$ cat src/rtl/synch_count_pkg.sv
// synch_count_pkg
// Shared definitions for the synch_count_ctrl slice.
//   state_t            : controller states (IDLE, RUN, FIN)
//   DEFAULT_WIDTH      : default counter width in bits
//   DEFAULT_PRESCALE_W : default prescale divider width in bits
package synch_count_pkg;

  localparam int DEFAULT_WIDTH      = 4;
  localparam int DEFAULT_PRESCALE_W = 4;

  typedef enum logic [1:0] {
    IDLE = 2'd0,
    RUN  = 2'd1,
    FIN  = 2'd2
  } state_t;

endpackage

$ cat src/rtl/synch_prescale.sv
// synch_prescale
// Programmable divider that paces the count. The counter runs 0..period
// and wraps, so one tick is produced every period+1 enabled cycles.
// Ports:
//   clk     in  system clock
//   clear   in  asynchronous active-low reset
//   en      in  count enable (controller is in RUN)
//   restart in  synchronous return to 0, wins over en
//   period  in  tick period minus 1
//   tick    out high in the cycle the counter equals period while enabled
module synch_prescale
  import synch_count_pkg::*;
#(
  parameter int PRESCALE_W = DEFAULT_PRESCALE_W
) (
  input  logic                  clk,
  input  logic                  clear,
  input  logic                  en,
  input  logic                  restart,
  input  logic [PRESCALE_W-1:0] period,
  output logic                  tick
);

  logic [PRESCALE_W-1:0] cnt;

  // tick is combinational so the controller can act on the same edge
  // that wraps the divider back to 0.
  assign tick = en && (cnt == period);

  // Divider register: restart holds it at 0 outside of a run and on abort,
  // otherwise it counts up and wraps when it reaches the period.
  always_ff @(posedge clk or negedge clear) begin
    if (!clear) begin
      cnt <= '0;
    end else if (restart) begin
      cnt <= '0;
    end else if (en) begin
      if (cnt == period) begin
        cnt <= '0;
      end else begin
        cnt <= cnt + PRESCALE_W'(1);
      end
    end
  end

endmodule

$ cat src/rtl/synch_count_ctrl.sv
// synch_count_ctrl
// Sequences a WIDTH-bit synchronous counter through programmed runs.
// A run is launched from IDLE by start (without stop); limit, prescale and
// reload are captured at that moment and stay fixed for the whole run.
// The count advances once per prescaler tick; reaching the terminal value
// gives a one-cycle done pulse and either reloads (auto-reload) or ends the
// run through FIN. stop aborts a run with no done pulse.
// Optional build macro SYNCH_COUNT_CTRL_DOWN_EN adds a dir input: dir=1
// loads limit on start and counts down to a terminal value of 0.
// Ports:
//   clk      in  system clock
//   clear    in  asynchronous active-low reset
//   start    in  begin a run (IDLE only)
//   stop     in  abort the current run (RUN only)
//   limit    in  terminal count
//   prescale in  tick period minus 1
//   reload   in  1 = auto-reload, 0 = one-shot
//   dir      in  1 = count down (only with SYNCH_COUNT_CTRL_DOWN_EN)
//   q        out current count
//   busy     out high while in RUN
//   tick     out count-enable strobe
//   done     out one-cycle pulse on terminal count
module synch_count_ctrl
  import synch_count_pkg::*;
#(
  parameter int WIDTH      = DEFAULT_WIDTH,
  parameter int PRESCALE_W = DEFAULT_PRESCALE_W
) (
  input  logic                  clk,
  input  logic                  clear,
  input  logic                  start,
  input  logic                  stop,
  input  logic [WIDTH-1:0]      limit,
  input  logic [PRESCALE_W-1:0] prescale,
  input  logic                  reload,
`ifdef SYNCH_COUNT_CTRL_DOWN_EN
  input  logic                  dir,
`endif
  output logic [WIDTH-1:0]      q,
  output logic                  busy,
  output logic                  tick,
  output logic                  done
);

  state_t                state;
  logic [WIDTH-1:0]      lim;
  logic [PRESCALE_W-1:0] pre;
  logic                  rel;
  logic                  count_down;
  logic [WIDTH-1:0]      start_val;
  logic [WIDTH-1:0]      term_val;
  logic                  pre_en;
  logic                  pre_restart;
  logic                  pre_tick;

`ifdef SYNCH_COUNT_CTRL_DOWN_EN
  logic                  dir_q;

  // Direction is captured with the other run fields so a mid-run change of
  // the dir pin cannot redirect an active run.
  always_ff @(posedge clk or negedge clear) begin
    if (!clear) begin
      dir_q <= 1'b0;
    end else if (state == IDLE && start && !stop) begin
      dir_q <= dir;
    end
  end

  assign count_down = dir_q;
  assign start_val  = dir ? limit : '0;
`else
  assign count_down = 1'b0;
  assign start_val  = '0;
`endif

  // The count begins at one end of the range and terminates at the other;
  // an auto-reload restarts from the same starting end.
  assign term_val = count_down ? '0 : lim;

  // The divider only runs in RUN and is forced back to 0 whenever a run is
  // not active or is being aborted, so every run starts with a full period.
  assign pre_en      = (state == RUN);
  assign pre_restart = (state != RUN) || stop;
  assign tick        = pre_tick;

  synch_prescale #(
    .PRESCALE_W (PRESCALE_W)
  ) u_prescale (
    .clk     (clk),
    .clear   (clear),
    .en      (pre_en),
    .restart (pre_restart),
    .period  (pre),
    .tick    (pre_tick)
  );

  // Controller FSM with the count register and registered busy/done.
  // stop is checked before tick in RUN so an abort on a tick cycle neither
  // advances the count nor raises done. done defaults low every cycle,
  // which makes it a single-cycle pulse.
  always_ff @(posedge clk or negedge clear) begin
    if (!clear) begin
      state <= IDLE;
      q     <= '0;
      busy  <= 1'b0;
      done  <= 1'b0;
      lim   <= '0;
      pre   <= '0;
      rel   <= 1'b0;
    end else begin
      done <= 1'b0;
      case (state)
        IDLE: begin
          if (start && !stop) begin
            lim   <= limit;
            pre   <= prescale;
            rel   <= reload;
            q     <= start_val;
            busy  <= 1'b1;
            state <= RUN;
          end
        end
        RUN: begin
          if (stop) begin
            busy  <= 1'b0;
            state <= IDLE;
          end else if (pre_tick) begin
            if (q == term_val) begin
              done <= 1'b1;
              if (rel) begin
                q <= count_down ? lim : '0;
              end else begin
                busy  <= 1'b0;
                state <= FIN;
              end
            end else if (count_down) begin
              q <= q - WIDTH'(1);
            end else begin
              q <= q + WIDTH'(1);
            end
          end
        end
        FIN: begin
          state <= IDLE;
        end
        default: begin
          busy  <= 1'b0;
          state <= IDLE;
        end
      endcase
    end
  end

endmodule

$ cat config.mk
export PLATFORM = sky130hd
export DESIGN_NAME = synch_count_ctrl
export DESIGN_NICKNAME = d
export VERILOG_FILES = /design/src/rtl/synch_count_pkg.sv /design/src/rtl/synch_prescale.sv /design/src/rtl/synch_count_ctrl.sv
export SDC_FILE = /design/constraint.sdc
export NUM_CORES = 1
export LEC_CHECK = 0
export ABC_CLOCK_PERIOD_IN_PS = 2300
export CORE_MARGIN = 3
export CORE_UTILIZATION = 57
export CTS_CLUSTER_SIZE = 8
export DETAILED_ROUTE_END_ITERATION = 6
export DONT_BUFFER_PORTS = 1
export GPL_ROUTABILITY_DRIVEN = 0
export PLACE_DENSITY = 0.77
export SETUP_SLACK_MARGIN = 0.05
export SYNTH_ARGS = -nofsm -noshare
export SYNTH_HDL_FRONTEND = slang
export SYNTH_SLANG_ARGS = --single-unit
$ cat constraint.sdc
create_clock -name clk -period 2.3 [get_ports clk]
set_clock_uncertainty 0.1 [all_clocks]
set_input_delay 0.345 -clock clk [delete_from_list [all_inputs] [get_ports clk]]
set_output_delay 0.345 -clock clk [all_outputs]
set_load 0.01 [all_outputs]
==> metrics.cfg, run 1 <==
[run_status]
outcome=completed

[power]
switching_share_pct=31.9
p_int_uw=585
p_leak_uw=0.000464
ir_worst_vdd_v=0.000513
p_per_area_mw_per_mm2=814
seqPwrFrac_pct=58.6
p_sw_uw=274
p_clk_share_pct=20.2
combPwrFrac_pct=21.2

[setup_path]
critical_path.max_fanout=5
crit_type=register to register
cp_data_arrival_time_ps=2030
crit_path_end_kind=register
cp_cell_sequence=xor2_1, nor4_1, a211oi_1, o22a_1, o221ai_1
max_stage_delay_ps=500
crit_required_ps=2420
slowest_stage=dfrtp_1
startpoint_type=register

[layout]
diodes=0
final_cells=105
finalNetCount=105
layout-drive-gt1-share_pct=20.2
area_growth_pct=7.65

[yosys]
post-synth-top-count-cell=dfrtp_1
netlist_area_sq_um=981
seq_area_frac_synth_pct=53.6
synthAdderAreaFrac_pct=2.55
synth_area_leaders=dfrtp_1, mux2_2, xnor2_1
synth.area.mux_share_pct=10.2
syn_area_per_cell_sq_um=11.8
synth_top_area_cell=dfrtp_1
synth_cells=83
synth_top_family_by_area=simple AND/OR/NAND/NOR gates
synth_edf_count=0
synth_seq_cells=21
ys_warn_count=0
syn_nets=98
synth-async-reset-ratio_pct=100
synth_xor_area_share_pct=8.93
synth_compound_area_share_pct=7.40
ys_types=27
synth_top_cell_area_share_pct=53.6
synth_common_cells=dfrtp_1, mux2_2
synth-simple-area-share_pct=14.9
synth-main-ff-cell=dfrtp_1

[grt]
grt_usage_pct=16.3
grt_max_degree=22
grt_first_pass_wirelength_microns=2550
antenna_found_initial=0
overflow=0
grt_pass1_vias=587

[place]
port_buffers=0
place_inst=99
dpl.hpwl_microns=1230
dp_slack_ps=420

[route]
drt-wirelength-per-cell_microns=15.4
via_per_inst=5.93
drt_iter0_markers=8
wl_microns=1610
drtAntennaViolNets=0
dr.pass1.iters=4
drc_errors=0
num_vias=623

[floorplanning]
placementRows=14
core_sq_mm=0.00156
die_y_microns=47.5
top_level_ports=20
start_util_pct=62.9
die-area_sq_mm=0.00225
fp.dieW_microns=47.5

[sta]
period_share_pct=83.1
worst_slack_ps=389
setup-violations-final=0
rsz0062_at_grt=no
slew_headroom_pct=39.8
worst_pin_slew_ps=900
maxSlewViolCount=0
hold_viol=0
fin_crit_ps=1910
max_freq_mhz=523
timing.setup.tns_ps=0
whs_ps=74.0

[flow_run]
max_cap_violations=0

[clock_network]
cts_root_buf=clkbuf_4
cts.clk_slew.worst_paths_ps=110
worstSkewPairLatency_ps=290
cts.sinks=21
cts_buffers=3
htreeDepth=1
post_cts_buffers=0
cts_tree=done
cts_buffer_depth=2

[worst_hold_path]
hold_path_class=primary input to register

-- metrics by stage --
| step | total power (uW) | util [%] | cell area, sq um |
|---|---|---|---|
| floorplan | 644 | - | 981 |
| global placement | 675 | 64.8 | 1010 |
| finish | 859 | 67.7 | 1060 |
| detailed placement | 687 | 64.8 | 1010 |
| global route | 915 | 67.7 | 1060 |
| CTS | 864 | 67.1 | 1050 |
-- flip-flops by register name, summed over array words and instances (netlist names) --
signal and count:
done 1, u_prescale.cnt 4, state 2, lim 4
rel 1, q 4, pre 4, busy 1
-- placed cells by master (no fill, tap or decap) --
master,n
xnor2_1,5
clkbuf_1,1
mux2i_1,1
o21ai_0,4
a211oi_1,1
or3_1,2
mux2_2,8
dfrtp_1,21
o41ai_2,1
nor4b_2,1
nor2_1,5
and3_2,1
nand2_1,5
nand3_1,2
o221ai_1,1
a31oi_1,1
and3b_2,1
nor3b_2,1
buf_4,1
nor3_1,2
o22a_1,1
clkbuf_4,3
xor2_1,5
inv_1,5
nor4_1,2
dlygate4sd3_1,2
nand4_2,1
nand2b_1,2
a21oi_1,1
ha_1,2
-- worst paths after layout --
check                                  startpoint                end  slack [ps]  cells past startpoint
min in group asynchronous                   clear                rel         510                      1
max in group asynchronous                   clear               q[1]        1040                      1
worst min-delay path                       reload                rel          70                      2
worst min register to register  u_prescale.cnt[0]  u_prescale.cnt[0]         410                      1
worst max-delay path                         q[0]               q[3]         390                      5
worst max register to register               q[0]               q[3]         390                      5
-- metal layers --
metal | up-vias | wire length (microns) | track usage, %
met5 | - | 0 | 0
met1 | 298 | 734 | 22.0
met4 | 0 | 0 | 3.31
li1 | 306 | - | -
met3 | 0 | 114 | 6.02
met2 | 19 | 764 | 25.4
-- final cells by class --
class                           instances  area [sq um]
Sequential cell                        21           526
Fill cell                             117           503
Multi-Input combinational cell         56           438
Timing Repair Buffer                    3          27.5
Clock buffer                            4          26.3
Tap cell                               16          20.0
Inverter                                5          18.8
-- worst max-delay path, delay by kind of cell (launching register included) --
family                    cells  cell delay, ps
xor gates and xnor gates      1             220
and+or+nand+nor               1             450
DFF                           1             500
AOI/OAI and AO/OA             3             560
-- power by group through the flow --
stage | clock network, uW | registers [uW] | logic, uW
floorplan | 0 | 494 | 150
global placement | 0 | 508 | 167
detailed placement | 0 | 513 | 175
CTS | 176 | 505 | 184
global route | 196 | 511 | 207
finish | 173 | 504 | 182
-- kinds of logic (layout without fill, tap and decap cells) --
group	Yosys count	after routing
AND/OR/NAND/NOR	25	25
flip-flops	21	21
XOR/XNOR	10	10
AO/OA/AOI/OAI	10	10
multiplexers	9	9
adder cells (fa/ha/maj)	2	2
buffers and inverters	6	12
-- what timing repair did --
| action | 4_1_cts | 5_1_grt |
|---|---|---|
| endpoints found under the setup margin | 0 | 0 |
| hold endpoints to repair | 21 | 1 |
| hold buffers | 1 | 1 |
| gates resized for setup | 0 | 0 |
Note: power is estimated with default switching activity, not from simulation.
==> inputs of run 2 (changes only) <==
--- a/config.mk
+++ b/config.mk
@@ -5,7 +5,7 @@
 export SDC_FILE = /design/constraint.sdc
 export NUM_CORES = 1
 export LEC_CHECK = 0
-export ABC_CLOCK_PERIOD_IN_PS = 2300
+export ABC_CLOCK_PERIOD_IN_PS = 1900
 export CORE_MARGIN = 3
 export CORE_UTILIZATION = 57
 export CTS_CLUSTER_SIZE = 8
==> constraint.sdc (replaced) <==
create_clock -name clk -period 1.9 [get_ports clk]
set_clock_uncertainty 0.1 [all_clocks]
set_input_delay 0.285 -clock clk [delete_from_list [all_inputs] [get_ports clk]]
set_output_delay 0.285 -clock clk [all_outputs]
set_load 0.01 [all_outputs]
==> metrics.cfg, run 2 (synthesized netlist as in run 1, its figures left out) <==
[sta]
worst_pin_slew_ps=871  ; was 900 ps
max_freq_mhz=548  ; was 523 MHz
rsz0062_at_grt=yes  ; was no
hold_viol=0  ; unchanged
setup-violations-final=0  ; unchanged
timing.setup.tns_ps=0  ; unchanged
fin_crit_ps=1830  ; was 1910 ps
maxSlewViolCount=0  ; unchanged
period_share_pct=96.1  ; was 83.1%
slew_headroom_pct=41.7  ; was 39.8%

[setup_path]
cp_cell_sequence=xor2_2, o41ai_2, or3_1, or3_1, o221ai_1  ; was xor2_1, nor4_1, a211oi_1, o22a_1, o221ai_1
cp_top_family=compound AO/OA/AOI/OAI gates  ; unchanged
crit_required_ps=1960  ; was 2420 ps
crit_path_end_kind=register  ; unchanged
crit_cells=5  ; unchanged
rr_worst_depth=5  ; unchanged
max_stage_delay_ps=550  ; was 500 ps
slowest_stage=o41ai_2  ; was dfrtp_1
crit_type=register to register  ; unchanged
critical_path.max_fanout=4  ; was 5
startpoint_type=register  ; unchanged
crit_top_cell=or3_1
cp_data_arrival_time_ps=1890  ; was 2030 ps
critical_path_buf_inv_count=0  ; unchanged

[route]
drt_iter0_markers=11  ; was 8
via_per_inst=5.90  ; was 5.93
dr.pass1.iters=4  ; unchanged
drtAntennaViolNets=0  ; unchanged
drc_errors=0  ; unchanged
drt-wirelength-per-cell_microns=16.7  ; was 15.4 microns
wl_microns=1940  ; was 1610 microns
num_vias=684  ; was 623

[grt]
overflow=0  ; unchanged
grt_max_degree=22  ; unchanged
grt_pass1_vias=681  ; was 587
antenna_found_initial=0  ; unchanged
grt_first_pass_wirelength_microns=2870  ; was 2550 microns
grt_usage_pct=18.8  ; was 16.3%

[layout]
finish.utilization_pct=76.2  ; was 67.7%
mostFrequentLayoutCells=dfrtp_1, buf_4, mux2_2  ; was dfrtp_1, mux2_2
fill_cells=111  ; was 117
layout-drive-gt1-share_pct=33.0  ; was 20.2%
area_growth_pct=21.2  ; was 7.65%
final_cells=116  ; was 105
mostFrequentLayoutCell=dfrtp_1  ; unchanged
diodes=0  ; unchanged
finalNetCount=116  ; was 105

[place]
port_buffers=0  ; unchanged
dpl.hpwl_microns=1400  ; was 1230 microns
place_inst=106  ; was 99

[floorplanning]
core_sq_mm=0.00156  ; unchanged
placementRows=14  ; unchanged
die-area_sq_mm=0.00225  ; unchanged
start_util_pct=62.9  ; unchanged
die_y_microns=47.5  ; unchanged
fp.dieW_microns=47.5  ; unchanged
top_level_ports=20  ; unchanged

[clock_network]
cts_root_buf=clkbuf_4  ; unchanged
htreeDepth=1  ; unchanged
worstSkewPairLatency_ps=300  ; was 290 ps
cts_buffers=3  ; unchanged
cts.sinks=21  ; unchanged
cts_tree=done  ; unchanged
cts.clk_slew.worst_paths_ps=110  ; about the same
cts_buffer_depth=2  ; unchanged

[power]
power_uw=1130  ; was 859 uW
p_leak_uw=0.000525  ; was 0.000464 uW
p_per_area_mw_per_mm2=954  ; was 814 mW/mm^2
ir_worst_vdd_v=0.000657  ; was 0.000513 V

[worst_hold_path]
whs_path_depth=1  ; was 2
hold_path_class=primary input to register  ; unchanged

[run_status]
outcome=completed  ; unchanged

[flow_run]
max_cap_violations=0  ; unchanged

run 2: changes by cell type in the layout (fill, tap and decap cells not counted), sizes merged:
cell | previous run | this run
dlygate4sd3 | 2 | 4
buf | 1 | 10
run 2: worst reg2reg max path: cells and delay by family (launching register included):
family | cells | cell delay (ps)
AO/OA/AOI/OAI | 2 | 650
flip-flops | 1 | 430
AND/OR/NAND/NOR | 2 | 320
XOR/XNOR | 1 | 200
run 2: power by group:
group / switching [uW] / internal, uW / total (uW)
Sequential: 72.2 / 523 / 595
Combinational: 169 / 162 / 331
Clock: 126 / 81.8 / 208
run 2: repair_timing:
action,CTS,global route
setup endpoints to repair,0,7
endpoints found under the hold margin,23,1
gates resized for setup,0,7
hold buffers,3,1
buffers inserted,0,2
run 2: layout make-up:
| class | count | area, sq um | area share, % |
|---|---|---|---|
| Sequential cell | 21 | 526 | 44.2 |
| Multi-Input combinational cell | 56 | 483 | 40.6 |
| Timing Repair Buffer | 14 | 115 | 9.68 |
| Clock buffer | 4 | 26.3 | 2.21 |
| Tap cell | 16 | 20.0 | 1.68 |
| Inverter | 5 | 18.8 | 1.58 |
run 2: worst paths after layout:
check	start	end	slack, ps
worst max-delay path	q[0]	q[3]	70
worst min-delay path	limit[3]	lim[3]	30
worst max register to register	q[0]	q[3]	70
worst min register to register	state[0]	busy	400
max in group asynchronous	clear	u_prescale.cnt[2]	730
min in group asynchronous	clear	state[1]	440
run 2: stage by stage:
stage / setup WS (ps) / hold slack [ps] / instance area [sq um]
2_1_floorplan: 138 / -111 / 981
3_3_place_gp: 138 / -110 / 1060
3_5_place_dp: 120 / -110 / 1060
4_1_cts: 68.7 / 22.0 / 1120
5_1_grt: 32.0 / 0.507 / 1190
6_report: 74.6 / 27.9 / 1190
run 2: routing by layer:
layer / part of all wire (%) / GRT usage [%] / routed length (microns)
met5: 0 / 0 / 0
met4: 0.98 / 8.29 / 19
met3: 5.3 / 4.51 / 103
met2: 51 / 32.1 / 984
met1: 43 / 22.5 / 831
